### config.mk
export PLATFORM = sky130hd
export DESIGN_NAME = mult_unit
export DESIGN_NICKNAME = d
export VERILOG_FILES = /design/src/rtl/mult_unit_pkg.sv /design/src/rtl/mult_datapath.sv /design/src/rtl/mult_unit.sv
export SDC_FILE = /design/constraint.sdc
export NUM_CORES = 1
export LEC_CHECK = 0
export BUFFER_PORTS_ARGS = -buffer_cell sky130_fd_sc_hd__buf_2
export CORE_MARGIN = 3
export CORE_UTILIZATION = 45
export DETAILED_ROUTE_END_ITERATION = 12
export PLACE_DENSITY_LB_ADDON = 0.05
export SYNTH_ARGS = -nofsm -noshare
export SYNTH_HDL_FRONTEND = slang
export SYNTH_SLANG_ARGS = --single-unit
export TNS_END_PERCENT = 1
### constraint.sdc
create_clock -name clk -period 9.6 [get_ports clk]
set_clock_uncertainty 0.1 [all_clocks]
set_input_delay 0 -clock clk [delete_from_list [all_inputs] [get_ports clk]]
set_output_delay 0 -clock clk [all_outputs]
set_load 0.1 [all_outputs]
### src/rtl/mult_unit_pkg.sv
// Shared types and constants for the iterative multiplier.
// FSM state encoding and default counter sizing.
package mult_unit_pkg;

  localparam int MULT_WIDTH = 32;
  localparam int CW = $clog2(MULT_WIDTH);

  typedef enum logic [1:0] {
    IDLE   = 2'b00,
    RUN    = 2'b01,
    FINISH = 2'b10
  } state_e;

endpackage

### src/rtl/mult_datapath.sv
// Shift-add datapath: operand magnitudes, accumulator,
// and the final sign correction of the product.
module mult_datapath #(
  parameter int WIDTH = 32,
  parameter int CNTW  = 5
) (
  input  logic               clk,
  input  logic               reset,
  input  logic               load_i,
  input  logic               step_i,
  input  logic               signed_i,
  input  logic [WIDTH-1:0]   a_i,
  input  logic [WIDTH-1:0]   b_i,
  input  logic [CNTW-1:0]    cnt_i,
  output logic [2*WIDTH-1:0] product_o
);

  logic [WIDTH-1:0]   mcand_q, mcand_d;
  logic [WIDTH-1:0]   mplier_q, mplier_d;
  logic [2*WIDTH-1:0] acc_q, acc_d;
  logic               neg_q, neg_d;
  logic               a_neg, b_neg;
  logic [2*WIDTH-1:0] addend;

  // Capture magnitudes on load, then one shift-add step per cycle.
  // A WIDTH-bit unsigned magnitude holds 2^(WIDTH-1) without overflow.
  always_comb begin
    a_neg    = signed_i & a_i[WIDTH-1];
    b_neg    = signed_i & b_i[WIDTH-1];
    addend   = {{WIDTH{1'b0}}, mcand_q} << cnt_i;
    mcand_d  = mcand_q;
    mplier_d = mplier_q;
    acc_d    = acc_q;
    neg_d    = neg_q;
    if (load_i) begin
      mcand_d  = a_neg ? -a_i : a_i;
      mplier_d = b_neg ? -b_i : b_i;
      acc_d    = '0;
      neg_d    = a_neg ^ b_neg;
    end else if (step_i) begin
      if (mplier_q[0]) begin
        acc_d = acc_q + addend;
      end
      mplier_d = mplier_q >> 1;
    end
  end

  // Datapath registers, cleared by synchronous active-low reset.
  always_ff @(posedge clk) begin
    if (!reset) begin
      mcand_q  <= '0;
      mplier_q <= '0;
      acc_q    <= '0;
      neg_q    <= 1'b0;
    end else begin
      mcand_q  <= mcand_d;
      mplier_q <= mplier_d;
      acc_q    <= acc_d;
      neg_q    <= neg_d;
    end
  end

  assign product_o = neg_q ? -acc_q : acc_q;

endmodule

### src/rtl/mult_unit.sv
// Multi-cycle MULT/MULTU unit owning the HI/LO registers.
// Busy is a registered stall toward the hazard logic.
module mult_unit
  import mult_unit_pkg::*;
#(
  parameter int WIDTH = MULT_WIDTH
) (
  input  logic             clk,
  input  logic             reset,
  input  logic             start_mult,
  input  logic             signed_mult,
  input  logic [WIDTH-1:0] srcaE,
  input  logic [WIDTH-1:0] srcbE,
  input  logic             mthi,
  input  logic             mtlo,
  output logic [WIDTH-1:0] hi,
  output logic [WIDTH-1:0] lo,
  output logic             mult_busy,
  output logic             mult_done
);

  localparam int CNTW = $clog2(WIDTH);
  localparam logic [CNTW-1:0] CNT_LAST = CNTW'(WIDTH - 1);

  state_e             state_q, state_d;
  logic [CNTW-1:0]    cnt_q, cnt_d;
  logic [WIDTH-1:0]   hi_q, hi_d;
  logic [WIDTH-1:0]   lo_q, lo_d;
  logic               busy_q, busy_d;
  logic               done_q, done_d;
  logic               load, step;
  logic [2*WIDTH-1:0] product;

  mult_datapath #(
    .WIDTH (WIDTH),
    .CNTW  (CNTW)
  ) u_dp (
    .clk       (clk),
    .reset     (reset),
    .load_i    (load),
    .step_i    (step),
    .signed_i  (signed_mult),
    .a_i       (srcaE),
    .b_i       (srcbE),
    .cnt_i     (cnt_q),
    .product_o (product)
  );

  // Next-state, HI/LO moves, and product writeback.
  always_comb begin
    state_d = state_q;
    cnt_d   = cnt_q;
    hi_d    = hi_q;
    lo_d    = lo_q;
    done_d  = 1'b0;
    load    = 1'b0;
    step    = 1'b0;
    unique case (state_q)
      IDLE: begin
        if (mthi) begin
          hi_d = srcaE;
        end
        if (mtlo) begin
          lo_d = srcaE;
        end
        if (start_mult) begin
          load    = 1'b1;
          cnt_d   = '0;
          state_d = RUN;
        end
      end
      RUN: begin
        step  = 1'b1;
        cnt_d = cnt_q + CNTW'(1);
        if (cnt_q == CNT_LAST) begin
          state_d = FINISH;
        end
      end
      FINISH: begin
        hi_d    = product[2*WIDTH-1:WIDTH];
        lo_d    = product[WIDTH-1:0];
        done_d  = 1'b1;
        state_d = IDLE;
      end
      default: begin
        state_d = IDLE;
      end
    endcase
    busy_d = (state_d != IDLE);
  end

  // Control and architectural HI/LO registers.
  always_ff @(posedge clk) begin
    if (!reset) begin
      state_q <= IDLE;
      cnt_q   <= '0;
      hi_q    <= '0;
      lo_q    <= '0;
      busy_q  <= 1'b0;
      done_q  <= 1'b0;
    end else begin
      state_q <= state_d;
      cnt_q   <= cnt_d;
      hi_q    <= hi_d;
      lo_q    <= lo_d;
      busy_q  <= busy_d;
      done_q  <= done_d;
    end
  end

  assign hi        = hi_q;
  assign lo        = lo_q;
  assign mult_busy = busy_q;
  assign mult_done = done_q;

endmodule

## Word level (Yosys, flattened, before mapping)

Index checks and enable logic that the tools add are counted.

| word-level totals | value |
|---|---|
| register bits | 202 |
| output and inout bits | 66 |
| word-level logic and storage cells | 54 |

| cells by class | value |
|---|---|
| add/subtract/negate cells | 5 |
| equal/unequal tests | 6 |
| shift-type cells | 1 |
| muxes and demuxes | 18 |
| bitwise gates (word level) | 4 |
| reductions and logical operators | 10 |

Operators with widths:

| operator | number |
|---|---|
| $mux W32 | 6 |
| $pmux W32 S2 | 2 |
| $add A64 B64 Y64 | 1 |
| $mux W64 | 1 |
| $neg A32 Y32 | 2 |
| $neg A64 Y64 | 1 |
| $shl A32 B5 Y64 | 1 |
| $pmux W5 S2 | 1 |
| $reduce_and A2 Y1 | 4 |
| $reduce_bool A2 Y1 | 4 |
| $ne A2 B2 Y1 const B | 3 |
| $add A5 B1 Y5 const B | 1 |
| $eq A5 B5 Y1 const B | 1 |
| $mux W5 | 1 |
| $mux W1 | 4 |
| $mux W2 | 2 |
| $pmux W2 S2 | 1 |
| $and A1 B1 Y1 | 2 |
| $eq A2 B1 Y1 const B | 1 |
| $eq A2 B2 Y1 const B | 1 |
| $logic_not A2 Y1 | 1 |
| $reduce_or A2 Y1 | 1 |
| $not A1 Y1 | 1 |
| $xor A1 B1 Y1 | 1 |

## Longest topological paths before layout

| logic depth | value |
|---|---|
| depth after elaboration | 4 |
| depth in mapped cells | 21 |
| mapped depth without buffers | 19 |

## Modules after synthesis

Synthesis repeated with hierarchy kept, for this count alone.

| second synthesis, totals | value |
|---|---|
| cell total of the unflattened synthesis | 2,122 |
| area total of the unflattened synthesis | 16,233.1 µm² |

By module, submodules not included:

| module | times used | cells each | area each (µm²) | sequential area each (µm²) |
|---|---|---|---|---|
| mult_datapath | 1 | 1,761 | 13,228.9 | 2,582.5 |
| mult_unit | 1 | 361 | 3,004.1 | 1,461.4 |

## Worst setup path after synthesis

OpenSTA, ideal clock, no wires.

| timing path | value |
|---|---|
| kind | reg-to-reg |
| start | register cnt_q[0] |
| end | register u_dp.acc_q[56] |
| setup time | 0.074 ns |
| data arrival time | 4.617 ns |
| required time | 9.426 ns |
| setup slack | 4.809 ns |
| cell stages (with the launch flop) | 19 |
| path buffers | 3 |
| period minus slack after synthesis | 4.791 ns |
| path through | dfxtp_1 > clkbuf_1 > buf_1 > mux4_2 > mux2i_1 > nand2_1 > o21ai_0 > mux2i_1 > ha_1 > clkbuf_1 > nand4_1 > nor3_1 > or3b_2 > a2111oi_0 > nor2_1 > a21oi_1 > a21oi_1 > xor2_1 > o21ai_0 |

| between the ends | value |
|---|---|
| longest elaborated chain between the ends | 2 |

RTL lines:

| item | line | RTL |
|---|---|---|
| from (decl) | mult_unit.sv:26 | `logic [CNTW-1:0] cnt_q, cnt_d;` |
| from (signal assigned) | mult_unit.sv:103 | `cnt_q <= cnt_d;` |
| $shl A32 B5 Y64 | mult_datapath.sv:30 | `addend = {{WIDTH{1'b0}}, mcand_q} << cnt_i;` |
| $add A64 B64 Y64 | mult_datapath.sv:42 | `acc_d = acc_q + addend;` |
| to (signal assigned) | mult_datapath.sv:53 | `acc_q <= '0;` |
| to (signal assigned) | mult_datapath.sv:58 | `acc_q <= acc_d;` |
| to (decl) | mult_datapath.sv:20 | `logic [2*WIDTH-1:0] acc_q, acc_d;` |

Every way passes these cells.
A chain may end at the register's enable or synchronous reset.

## Final worst setup path

| timing path | value |
|---|---|
| start | register cnt_q[1] |
| end | register u_dp.acc_q[56] |

The elaborated chain is that of the path after synthesis.

==> results by group <==
Detailed routing
  • Routed wire length: 57900 µm
  • Drt via density: 6.109
  • TritonRoute pass-1 iters: 8
  • Post-route ant nets: 0
  • DR iter-0 viols: 1550
  • Vias: 16240
  • Drt wl/cell: 21.78 µm
  • Residual DRC: 0

Floorplan
  • I/O pin count: 136
  • Total die area: 36810 µm²
  • Row cnt: 67
  • Core Footprint: 33780 µm²
  • Initial core utilization: 0.4601
  • Width of the die: 191.9 µm
  • Die H: 191.9 µm

Logic synthesis
  • Syn nets: 2201
  • Gate Count Post-Synth: 2062
  • Post-synth EDFFs: 0
  • Post-synth top area cell: dfxtp_1
  • Synthesis warning total: 0
  • Syn Std Cell Area: 15540 µm²
  • Synth Flop Type: dfxtp_1
  • Post-synthesis cell type count: 66
  • Avg Synthesized Cell Area: 7.539 µm²
  • Synthesized flop and latch total: 202
  • Register area share after synthesis: 0.2601
  • Ys async rst share: 0
  • Synth area leaders: dfxtp_1, a21oi_1, nor2_1
  • Top cell type's share of synthesized area: 0.2601

Clock network
  • Clock slew at reported path FFs: 0.06 ns
  • Max Buffers Root-to-Sink: 3
  • Post-CTS Resized: 0
  • Num Clock Sinks: 202
  • CTS tree: done
  • CTS Buf Count: 25
  • Clk Latency, worst-skew pair: 0.56 ns
  • Clk root buf: clkbuf_16
  • H-Tree Depth: 1

Run
  • Max_cap viols: 0

Place
  • GPL Wtd Cong: 0.9676
  • Setup slack at placement: 3.876 ns
  • Port bufs: 135
  • DP Wirelength: 43240 µm
  • Dpl cell area: 16410 µm²

Timing
  • Hold Vio Cnt, Final: 0
  • Final Max Slew Viols: 0
  • Slew Limit Headroom: 0.3251
  • Slew @ Worst Pin: 1.011 ns
  • # setup viols final: 0
  • Max Fclk: 171.0 MHz
  • Setup TNS: 0 ns
  • Final worst path period share: 0.6091
  • RSZ-0062 raised after global routing: no
  • Min cycle time layout: 5.848 ns
  • Final setup margin: 3.752 ns

GRT
  • First-pass GRT wire length: 88390 µm
  • Largest net degree at the start of global routing: 88
  • Antenna violations before repair: 1
  • Vias in the first global route: 15160
  • Overall routing resource usage: 0.3053
  • Grt ovf: 0

Layout
  • Commonest non-fill, non-tap cell in the layout: nor2_1
  • P&R area growth vs syn: 16.76%
  • Commonest non-fill, non-tap cells in the layout: nor2_1, nand2_1, a21oi_1
  • Final instance area: 18150 µm²
  • Antenna cells: 0
  • Share of cells above drive strength 1: 0.1208
  • Nets: 2333

Setup path
  • Crit start category: register
  • WS Path Type: register to register
  • Worst path required time: 9.98 ns
  • Buffers & Inverters on Critical Path: 0
  • Max stage delay cell, worst path: dfxtp_2
  • Crit-path most repeated cell: a21oi_1
  • Max FO, Critical Path: 44
  • Critical path's top delay family: compound AO/OA/AOI/OAI gates
  • CP Data Arrival Time: 6.23 ns
  • Endpoint type of the worst setup path: register
  • Crit-path cells: mux2_2 -> o21ai_0 -> nor2_1 -> a21oi_1 -> mux2_2 -> mux2i_1 -> ha_1 -> nand2_1 -> nor3_1 -> or3b_2 -> a2111oi_0 -> nor2_1 -> a21oi_1 -> a21oi_1 -> xor2_1 -> o21ai_0
  • CP max stage delay: 0.96 ns

Power
  • Worst vdd ir: 128.2 µV
  • PwrDens: 135.5 nW/µm²
  • Leak: 0.007003 µW

Outcome
  • Status: completed

Min path
  • Worst hold path class: primary input to register
==> metrics by stage <==
stage | hold WS [ns] | instances | power [µW] | utilization
2_1_floorplan | 0.03597 | 2062 | 1341 | -
3_3_place_gp | 0.2074 | 2522 | 1485 | 0.4857
3_5_place_dp | 0.2047 | 2522 | 1489 | 0.4857
4_1_cts | 0.07518 | 2658 | 2469 | 0.5372
5_1_grt | 0.1139 | 2658 | 2557 | 0.5372
6_report | 0.09546 | 2658 | 2459 | 0.5372
==> tightest hold or removal path: stages <==
cell	delay (ns)
buf_2	0.11
nor3_1	0.09
nor2_1	0.13
xor2_1	0.18
a222oi_1	0.10
nor2_1	0.10
==> cell families (layout without fill, tap and decap cells) <==
family / after synthesis / after routing / share of synthesized area
xor+xnor: 166 / 166 / 0.09353
mux: 97 / 97 / 0.08129
simple gates: 704 / 704 / 0.2048
fa+ha+maj: 69 / 69 / 0.05602
compound gates: 642 / 642 / 0.2602
flops: 202 / 202 / 0.2601
buf+inv: 182 / 330 / 0.04403
==> synth_stat cells, drive strengths merged, types with 18 or more instances <==
library cell	instances
a211oi	62
or3	29
xor2	91
dfxtp	202
o21ai	129
inv	41
nor2	257
mux2i	52
nand2	231
a21oi	222
mux2	24
nor3	27
nand2b	19
nand3	30
nand4	20
ha	68
clkbuf	122
o22ai	24
o31ai	33
mux4	21
xnor2	75
buf	18
==> what timing repair did <==
item | 4_1_cts | 5_1_grt
buffers inserted | 0 | 0
hold endpoints to repair | 126 | 0
hold buffers | 93 | 0
==> where the power goes <==
part,switching (µW),total (µW),internal (µW)
Sequential,45.3,926,881
Clock,393,940,547
Combinational,393,592,199
==> layer usage <==
| metal | vias up | wire, µm | track usage |
|---|---|---|---|
| met5 | - | 12 | 0 |
| met3 | 89 | 4740 | 0.06059 |
| li1 | 7793 | - | - |
| met2 | 646 | 24470 | 0.4596 |
| met4 | 2 | 1557 | 0.07846 |
| met1 | 7709 | 27120 | 0.4447 |
==> cell type report <==
class | instances | area [µm²]
sequential | 202 | 4049
multi-input combinational | 1678 | 10840
timing repair buffer | 245 | 1734
clock inverter | 6 | 50.05
clock buffer | 37 | 760.7
inverter | 42 | 158.9
fill | 3295 | 15630
tap | 448 | 560.5
==> state kept, by name, summed over array words and instances (netlist names) <==
name,count
u_dp.acc_q,64
state_q,2
u_dp.neg_q,1
cnt_q,5
u_dp.mplier_q,32
mult_done,1
mult_busy,1
hi,32
u_dp.mcand_q,32
lo,32
==> path summary, 6_finish.rpt <==
path / cells after the start / from / slack, ns / to
hold reg to reg: 2 / hi[17]$_SDFFE_PN0P_ / 0.37 / hi[17]$_SDFFE_PN0P_
hold / removal: 6 / srcbE[0] / 0.1 / u_dp.mplier_q[3]$_SDFFE_PN0P_
setup / recovery: 16 / cnt_q[1]$_SDFFE_PN0P_ / 3.75 / u_dp.acc_q[56]$_SDFFE_PP0P_
setup reg to reg: 16 / cnt_q[1]$_SDFFE_PN0P_ / 3.75 / u_dp.acc_q[56]$_SDFFE_PP0P_
Power figures use the tool's default switching activity.
